## config.mk

```make
export PLATFORM = sky130hd
export DESIGN_NAME = cpu_trace_buffer
export DESIGN_NICKNAME = d
export VERILOG_FILES = /design/src/rtl/cpu_trace_buffer_pkg.sv /design/src/rtl/cpu_trace_buffer_ram.sv /design/src/rtl/cpu_trace_buffer.sv
export SDC_FILE = /design/constraint.sdc
export NUM_CORES = 1
export LEC_CHECK = 0
export CORE_MARGIN = 2
export CORE_UTILIZATION = 50
export CTS_BUF_LIST = sky130_fd_sc_hd__clkbuf_4 sky130_fd_sc_hd__clkbuf_8 sky130_fd_sc_hd__clkbuf_16
export DETAILED_ROUTE_END_ITERATION = 6
export PLACE_DENSITY = 0.68
export SLEW_MARGIN = 20
export SYNTH_ARGS = -nofsm -noshare
export SYNTH_HDL_FRONTEND = slang
export SYNTH_SLANG_ARGS = --single-unit
```

## constraint.sdc

```tcl
create_clock -name clk -period 9.7 [get_ports clk]
set_input_delay 1.94 -clock clk [delete_from_list [all_inputs] [get_ports clk]]
set_output_delay 1.94 -clock clk [all_outputs]
set_load 0.01 [all_outputs]
```

## src/rtl/cpu_trace_buffer_pkg.sv

```systemverilog
// Shared definitions for the CPU execution trace unit: capture state encoding
// and width helpers used by the top level and the trace storage.
package cpu_trace_buffer_pkg;

  typedef enum logic [1:0] {
    ST_IDLE  = 2'd0,
    ST_ARMED = 2'd1,
    ST_POST  = 2'd2,
    ST_DONE  = 2'd3
  } state_e;

  function automatic int clog2(input int value);
    int r;
    r = 0;
    while ((1 << r) < value) r++;
    return r;
  endfunction

  function automatic int entry_w(input int pc_w, input int instr_w, input int data_w);
    return pc_w + instr_w + data_w;
  endfunction

endpackage

```

## src/rtl/cpu_trace_buffer_ram.sv

```systemverilog
// Trace entry storage: one synchronous write port, one registered read port.
module cpu_trace_buffer_ram
  import cpu_trace_buffer_pkg::*;
#(
  parameter int DEPTH = 16,
  parameter int WIDTH = 96,
  localparam int AW = clog2(DEPTH)
) (
  input  logic             clk,
  input  logic             we_i,
  input  logic [AW-1:0]    waddr_i,
  input  logic [WIDTH-1:0] wdata_i,
  input  logic             re_i,
  input  logic [AW-1:0]    raddr_i,
  output logic [WIDTH-1:0] rdata_o
);

  logic [WIDTH-1:0] mem_q [DEPTH];
  logic [WIDTH-1:0] rdata_q;

  // Storage carries no reset; consumers qualify rdata with their own valid.
  always_ff @(posedge clk) begin
    if (we_i) mem_q[waddr_i] <= wdata_i;
    if (re_i) rdata_q <= mem_q[raddr_i];
  end

  assign rdata_o = rdata_q;

endmodule

```

## src/rtl/cpu_trace_buffer.sv

```systemverilog
// Triggered execution trace: circular capture of retired instructions with a
// pre-trigger history and a programmable post-trigger window, frozen for readout.
module cpu_trace_buffer
  import cpu_trace_buffer_pkg::*;
#(
  parameter int DEPTH     = 16,
  parameter int PC_W      = 32,
  parameter int INSTR_W   = 32,
  parameter int DATA_W    = 32,
  parameter int POST_TRIG = 8,
  localparam int AW = clog2(DEPTH),
  localparam int CW = AW + 1
) (
  input  logic               clk,
  input  logic               reset,
  input  logic               arm,
  input  logic               trig_en,
  input  logic [PC_W-1:0]    trig_pc,
  input  logic               force_trig,
  input  logic               retire,
  input  logic [PC_W-1:0]    pc_in,
  input  logic [INSTR_W-1:0] instr_in,
  input  logic [DATA_W-1:0]  result_in,
  output logic               armed,
  output logic               triggered,
  output logic               done,
  output logic [CW-1:0]      count,
  input  logic               rd_req,
  input  logic [AW-1:0]      rd_idx,
  output logic               rd_valid,
  output logic               rd_err,
  output logic [PC_W-1:0]    rd_pc,
  output logic [INSTR_W-1:0] rd_instr,
  output logic [DATA_W-1:0]  rd_result
);

  localparam int EW     = entry_w(PC_W, INSTR_W, DATA_W);
  localparam int PW_RAW = clog2(POST_TRIG + 1);
  localparam int PW     = (PW_RAW < 1) ? 1 : PW_RAW;

  state_e          state_q, state_d;
  logic [AW-1:0]   wr_ptr_q, wr_ptr_d;
  logic [CW-1:0]   count_q, count_d;
  logic [PW-1:0]   post_q, post_d;
  logic            rd_valid_q, rd_valid_d;
  logic            rd_err_q, rd_err_d;

  logic            capturing;
  logic            trig_fire;
  logic            wr_en;
  logic            post_last;
  logic            rd_ok;
  logic [AW-1:0]   rd_addr;
  logic [EW-1:0]   rdata;

  assign capturing = (state_q == ST_ARMED) || (state_q == ST_POST);
  // arm has priority: a same-cycle trigger or retire is dropped.
  assign trig_fire = (state_q == ST_ARMED) && !arm &&
                     ((retire && trig_en && (pc_in == trig_pc)) || force_trig);
  assign wr_en     = capturing && retire && !arm;
  assign post_last = (state_q == ST_POST) && wr_en && (post_q == PW'(1));

  // Oldest entry sits count positions behind the write pointer.
  assign rd_ok   = rd_req && (state_q == ST_DONE) && ({1'b0, rd_idx} < count_q);
  assign rd_addr = wr_ptr_q - count_q[AW-1:0] + rd_idx;

  always_ff @(posedge clk or negedge reset) begin
    if (!reset) state_q <= ST_IDLE;
    else        state_q <= state_d;
  end

  always_comb begin
    state_d = state_q;
    if (arm) begin
      state_d = ST_ARMED;
    end else begin
      case (state_q)
        ST_ARMED: if (trig_fire) state_d = (POST_TRIG == 0) ? ST_DONE : ST_POST;
        ST_POST:  if (post_last) state_d = ST_DONE;
        default:  state_d = state_q;
      endcase
    end
  end

  always_comb begin
    armed     = 1'b0;
    triggered = 1'b0;
    done      = 1'b0;
    case (state_q)
      ST_ARMED: armed = 1'b1;
      ST_POST: begin
        armed     = 1'b1;
        triggered = 1'b1;
      end
      ST_DONE: begin
        triggered = 1'b1;
        done      = 1'b1;
      end
      default: ;
    endcase
  end

  always_comb begin
    wr_ptr_d = wr_ptr_q;
    count_d  = count_q;
    post_d   = post_q;
    if (arm) begin
      wr_ptr_d = '0;
      count_d  = '0;
      post_d   = '0;
    end else begin
      if (wr_en) begin
        wr_ptr_d = wr_ptr_q + AW'(1);
        if (count_q != CW'(DEPTH)) count_d = count_q + CW'(1);
      end
      if (trig_fire)                         post_d = PW'(POST_TRIG);
      else if ((state_q == ST_POST) && wr_en) post_d = post_q - PW'(1);
    end
  end

  always_comb begin
    rd_valid_d = rd_ok;
    rd_err_d   = rd_req && !rd_ok;
  end

  always_ff @(posedge clk or negedge reset) begin
    if (!reset) begin
      wr_ptr_q   <= '0;
      count_q    <= '0;
      post_q     <= '0;
      rd_valid_q <= 1'b0;
      rd_err_q   <= 1'b0;
    end else begin
      wr_ptr_q   <= wr_ptr_d;
      count_q    <= count_d;
      post_q     <= post_d;
      rd_valid_q <= rd_valid_d;
      rd_err_q   <= rd_err_d;
    end
  end

  cpu_trace_buffer_ram #(
    .DEPTH (DEPTH),
    .WIDTH (EW)
  ) u_ram (
    .clk     (clk),
    .we_i    (wr_en),
    .waddr_i (wr_ptr_q),
    .wdata_i ({pc_in, instr_in, result_in}),
    .re_i    (rd_ok),
    .raddr_i (rd_addr),
    .rdata_o (rdata)
  );

  // Read data is forced to zero unless the response is a valid hit.
  always_comb begin
    count     = count_q;
    rd_valid  = rd_valid_q;
    rd_err    = rd_err_q;
    rd_pc     = '0;
    rd_instr  = '0;
    rd_result = '0;
    if (rd_valid_q) begin
      rd_pc     = rdata[EW-1 -: PC_W];
      rd_instr  = rdata[DATA_W +: INSTR_W];
      rd_result = rdata[DATA_W-1:0];
    end
  end

endmodule

```

-- Yosys cells after proc, flatten, opt, wreduce, memory -nomap -nowiden
Memories as Yosys holds them, arrays and structs flattened. A register that Yosys moved wholly into a read port is not among the register bits.
Index checks and enable logic that the tools add are counted.
- bits in registers: 17
- memory bits (writable): 1536
- output and inout bits: 106
- word-level logic and storage cells: 64
- memories kept: 1
- add/subtract/negate cells: 5
- magnitude comparators: 1
- equality and inequality tests: 8
- multiplexer cells: 20
- reductions and logical operators: 23
- memories (memory ; depth ; bits a word ; read ports ; clocked after memory_dff ; wr ports ; line ; source):
    u_ram.mem_q ; 16 ; 96 ; 1 ; 1 ; 1 ; cpu_trace_buffer_ram.sv:18 ; logic [WIDTH-1:0] mem_q [DEPTH];
- operator list (kind ; count):
    32-bit two-way mux ; 3
    32-bit == test ; 1
    4-bit two-way mux ; 5
    5-bit two-way mux ; 3
    1-bit logical AND ; 11
    2-bit two-way mux ; 3
    3-bit inequality test, second input constant ; 2
    3-bit nonzero test ; 2
    5-bit by 1-bit adder with 5-bit output, second input constant ; 1
    4-bit by 5-bit less-than comparator with 1-bit output ; 1
    1-bit two-way mux ; 5
    5-bit inequality test, second input constant ; 1
    4-bit by 1-bit adder with 4-bit output, second input constant ; 1
    4-bit adder ; 1
    2-bit == test, second input constant ; 2
    4-bit by 1-bit == test with 1-bit output, second input constant ; 1
    2-bit case mux with 2 select lines ; 1
    2-bit nonzero test ; 2
    2-bit OR reduction ; 2
    4-bit by 1-bit subtractor with 4-bit output, second input constant ; 1
    4-bit subtractor ; 1
    3-bit AND reduction ; 1
    2-bit by 1-bit == test with 1-bit output, second input constant ; 1
    1-bit zero test ; 2
    2 further kinds ; 3

-- Logic depth before layout (Yosys ltp)
- depth after elaboration: 9
- gate-level depth with buffers: 10
- depth with buffers taken out: 8

-- Modules after synthesis
A second synthesis with hierarchy kept.
- cell total of the unflattened synthesis: 2737
- area, all modules: 62510.0 um^2
- by module, submodules not included (module ; instances ; cells an instance ; area an instance (um^2) ; seq. area each (um^2)):
    cpu_trace_buffer_ram ; 1 ; 2460 ; 60315.3 ; 49007.0
    cpu_trace_buffer ; 1 ; 277 ; 2194.6 ; 425.4

-- Worst setup path after synthesis
Ideal clock, no wire load.
- kind: input port to flip-flop
- from: input port rd_idx[1]
- to: register u_ram.rdata_q[0], in the netlist u_ram.rdata_o[0], read port of u_ram.mem_q (enable)
- library setup time: 0.553 ns
- arrival time: 6.752 ns
- required time: 9.147 ns
- slack: 2.395 ns
- stages: 6
- buffers on the path: 0
- cells stage by stage: ha_1 > a21o_1 > a21o_1 > a21oi_1 > o21ai_0 > nor2_1
- longest elaborated chain between the ends: 2
- elaborated cells on any way between the ends: 3
- those cells by class: add/sub (1); order compare (1); reduce/logical (1)
- RTL lines (item ; line ; source):
    start, declared ; cpu_trace_buffer.sv:29 ; input logic [AW-1:0] rd_idx,
    4-bit by 5-bit less-than comparator with 1-bit output ; cpu_trace_buffer.sv:64 ; assign rd_ok = rd_req && (state_q == ST_DONE) && ({1'b0, rd_idx} < count_q);
    1-bit logical AND ; cpu_trace_buffer.sv:64 ;
    named net rd_ok ; cpu_trace_buffer.sv:52 ; logic rd_ok;
    end, declared ; cpu_trace_buffer_ram.sv:19 ; logic [WIDTH-1:0] rdata_q;
The timed path passes the listed nets, and every way through them passes these cells.
A chain may end at the register's enable or synchronous reset.

-- Worst setup path after layout
- from: register rd_valid_q, in the netlist rd_valid
- to: output port rd_result[6]
- longest elaborated chain between the ends: 1
- RTL lines (item ; line ; source):
    start, declared ; cpu_trace_buffer.sv:45 ; logic rd_valid_q, rd_valid_d;
    start signal, assigned ; cpu_trace_buffer.sv:137 ; rd_valid_q <= rd_valid_d;
    32-bit two-way mux ; cpu_trace_buffer.sv:163 ; if (rd_valid_q) begin
    end, declared ; cpu_trace_buffer.sv:34 ; output logic [DATA_W-1:0] rd_result
No other way between the ends.

==> impl_metrics.ini <==
[timing]
clock_skew_ns = 0.03238
setup_violations = 0
relSlewSlack = 0.2590
finalSetupTns_ns = 0
fmax_mhz = 187.1
maxSlewViolCount = 0
period_share = 0.5510
rsz0062_at_grt = false
tightest_slew_ns = 1.102
hold_viol_final = 0
period_needed_ns = 5.345

[power_and_ir_drop]
peakVddDrop_v = 0.0006217
p_leak_nw = 22.49
powerDensity_nw_per_um2 = 268.3

[routing]
ant_nets = 0
post_drt_via_cell_ratio = 6.016
first_pass_iters = 6
post_drt_wl_per_cell_um = 30.49
drc = 0
vias = 27820
drt-total-wl_um = 141000
drt-initial-drc-count = 3306

[grt]
grt_pass1_wl_um = 203100
grt_usage = 0.2237
grt_max_degree = 153
antenna_found_initial = 17
grt_overflow = 0
grt_pass1_vias = 29400

[synth]
ys_seq_elements = 1649
synth_top_area_frac = 0.7803
postSynth.asyncResetShare = 0.01031
synth.top_cells.by_count = edfxtp_1 (1,632), mux4_2 (474), and2_1 (97), buf_2 (58), clkbuf_1 (39)
ys_top_cells_by_area = edfxtp_1 (78%), mux4_2 (17%), and2_1 (0.97%)
avgSynthCellArea_um2 = 24.93
synth_ff_type = edfxtp_1
yosys_warnings = 0
syn_nets = 2679
synth-edff-count = 1632
ys_seq_area_frac = 0.7871
synth_area_um2 = 62800
syn_inst = 2519
synthDistinctLibCells = 39
synth_top_cell_by_area = edfxtp_1
post-synth-top-count-cell = edfxtp_1

[clock_network]
postCtsHoldBufs = 0
cts_setup_buffers = 0
clkLatencyLatePin_ns = 0.81
cts_buffers = 161
cts_tree = built
clockBufferDepth = 3
cts_resized = 0
clk_pin_slew_ns = 0.07
cts_root_buffer = clkbuf_16
clock_sinks = 1649
h-tree-depth = 4

[place]
port_buffers = 244
dpl.hpwl_um = 66430
gp_congestion = 0.7449
place_area_um2 = 67300

[die]
ios = 245
fp.dieW_um = 358.4
dieArea_um2 = 128500
rows = 130
start_util = 0.5021
die_y_um = 358.4
core-area_um2 = 125100

[run_status]
status = complete, no violations

[worst_setup_path]
critPathKind = reg2out
worstSetupEndpointType = primary output
worst_setup_path_start_kind = register
cp.required_ns = 7.76
worst_ep_arrival_time_ns = 3.40
worst-path-max-fanout = 51

[cells_and_area]
drive_gt1_frac = 0.2657
fill_cells = 8722
nets = 3007
postLayoutCellArea_um2 = 72440
fin_util = 0.5792
area_delta_synth_final_pct = 15.35

[job]
maxCapViolCount = 0

[hold_path]
hp-class = reg2reg
==> through the flow <==
| stage | cells | hold slack [ns] | total power [mW] | setup WS [ns] |
|---|---|---|---|---|
| floorplan | 2519 | 0.5029 | 12.52 | 2.395 |
| global placement | 4334 | 0.5257 | 13.53 | 3.488 |
| detailed placement | 4334 | 0.5453 | 13.64 | 3.511 |
| CTS | 4619 | 0.5606 | 19.66 | 4.238 |
| global route | 4621 | 0.5830 | 20.19 | 4.218 |
| finish | 4625 | 0.5595 | 19.43 | 4.355 |
==> power by group <==
part / switching (mW) / total (mW) / internal [mW]
sequential: 0.0414 / 8.18 / 8.13
clock: 2.58 / 6.03 / 3.45
combinational: 2.35 / 5.23 / 2.88
==> cell usage in the layout (no fill, tap or decap), drive strengths merged, types with 4 or more instances in the layout <==
cell type,count
ha,18
clkinv,71
mux4,480
diode,6
xnor2,39
nand2,10
a21o,4
and2,97
clkdlybuf4s50,244
clkbuf,191
dfrtp,17
a21oi,6
nor2,35
xor2,7
clkinvlp,6
inv,28
edfxtp,1632
bufinv,10
nand4,10
buf,39
==> kinds of logic (layout without fill, tap and decap cells) <==
family          Yosys count  in the layout  synth area share
compound gates           16             16          0.001793
simple gates            167            167           0.01486
fa+ha+maj                21             21          0.004542
other cells               0              6                 0
buf+inv                 139            589           0.01223
mux                     481            481            0.1726
xor+xnor                 46             46          0.006833
flops                  1649           1649            0.7871
==> registers in the layout, summed over array words and instances, names as in the netlist <==
| signal | count |
|---|---|
| state_q | 2 |
| rd_valid | 1 |
| rd_err | 1 |
| count | 5 |
| u_ram.mem_q | 1536 |
| wr_ptr_q | 4 |
| post_q | 4 |
| u_ram.rdata_o | 96 |
==> metal layers <==
metal,wire [µm],global-route usage,vias up
met1,55190,0.2958,15080
met3,10010,0.04624,219
met4,2955,0.06410,20
met2,72730,0.3795,1036
met5,133,0,-
li1,-,-,11470
==> worst max-delay path, cell delays in order, from the launching register on <==
cell and delay, ns:
dfrtp_4 0.83, buf_4 0.69, and2_1 0.39, clkdlybuf4s50_1 0.60
==> final timing paths <==
kind,from,end,slack [ns],depth (start not counted)
max,rd_valid,rd_result[6],4.36,3
min,post_q[1],post_q[1],0.56,2
max reg2reg,count[1],u_ram.rdata_o[59],5.57,9
min reg2reg,post_q[1],post_q[1],0.56,2
max in group asynchronous,reset,rd_valid,7.46,1
min in group asynchronous,reset,rd_valid,1.63,1
==> final cells by class <==
type | count | area [µm²] | share of cell area
well taps | 1650 | 2064 | 0.02850
clock buffers | 191 | 4324 | 0.05969
flip-flops and latches | 1649 | 49440 | 0.6824
diodes | 6 | 15.01 | 0.0002073
multi-input cells | 731 | 12760 | 0.1762
repair buffers | 283 | 2964 | 0.04092
inverters | 21 | 78.83 | 0.001088
clock inverters | 94 | 797.0 | 0.01100
Power figures use the tool's default switching activity.
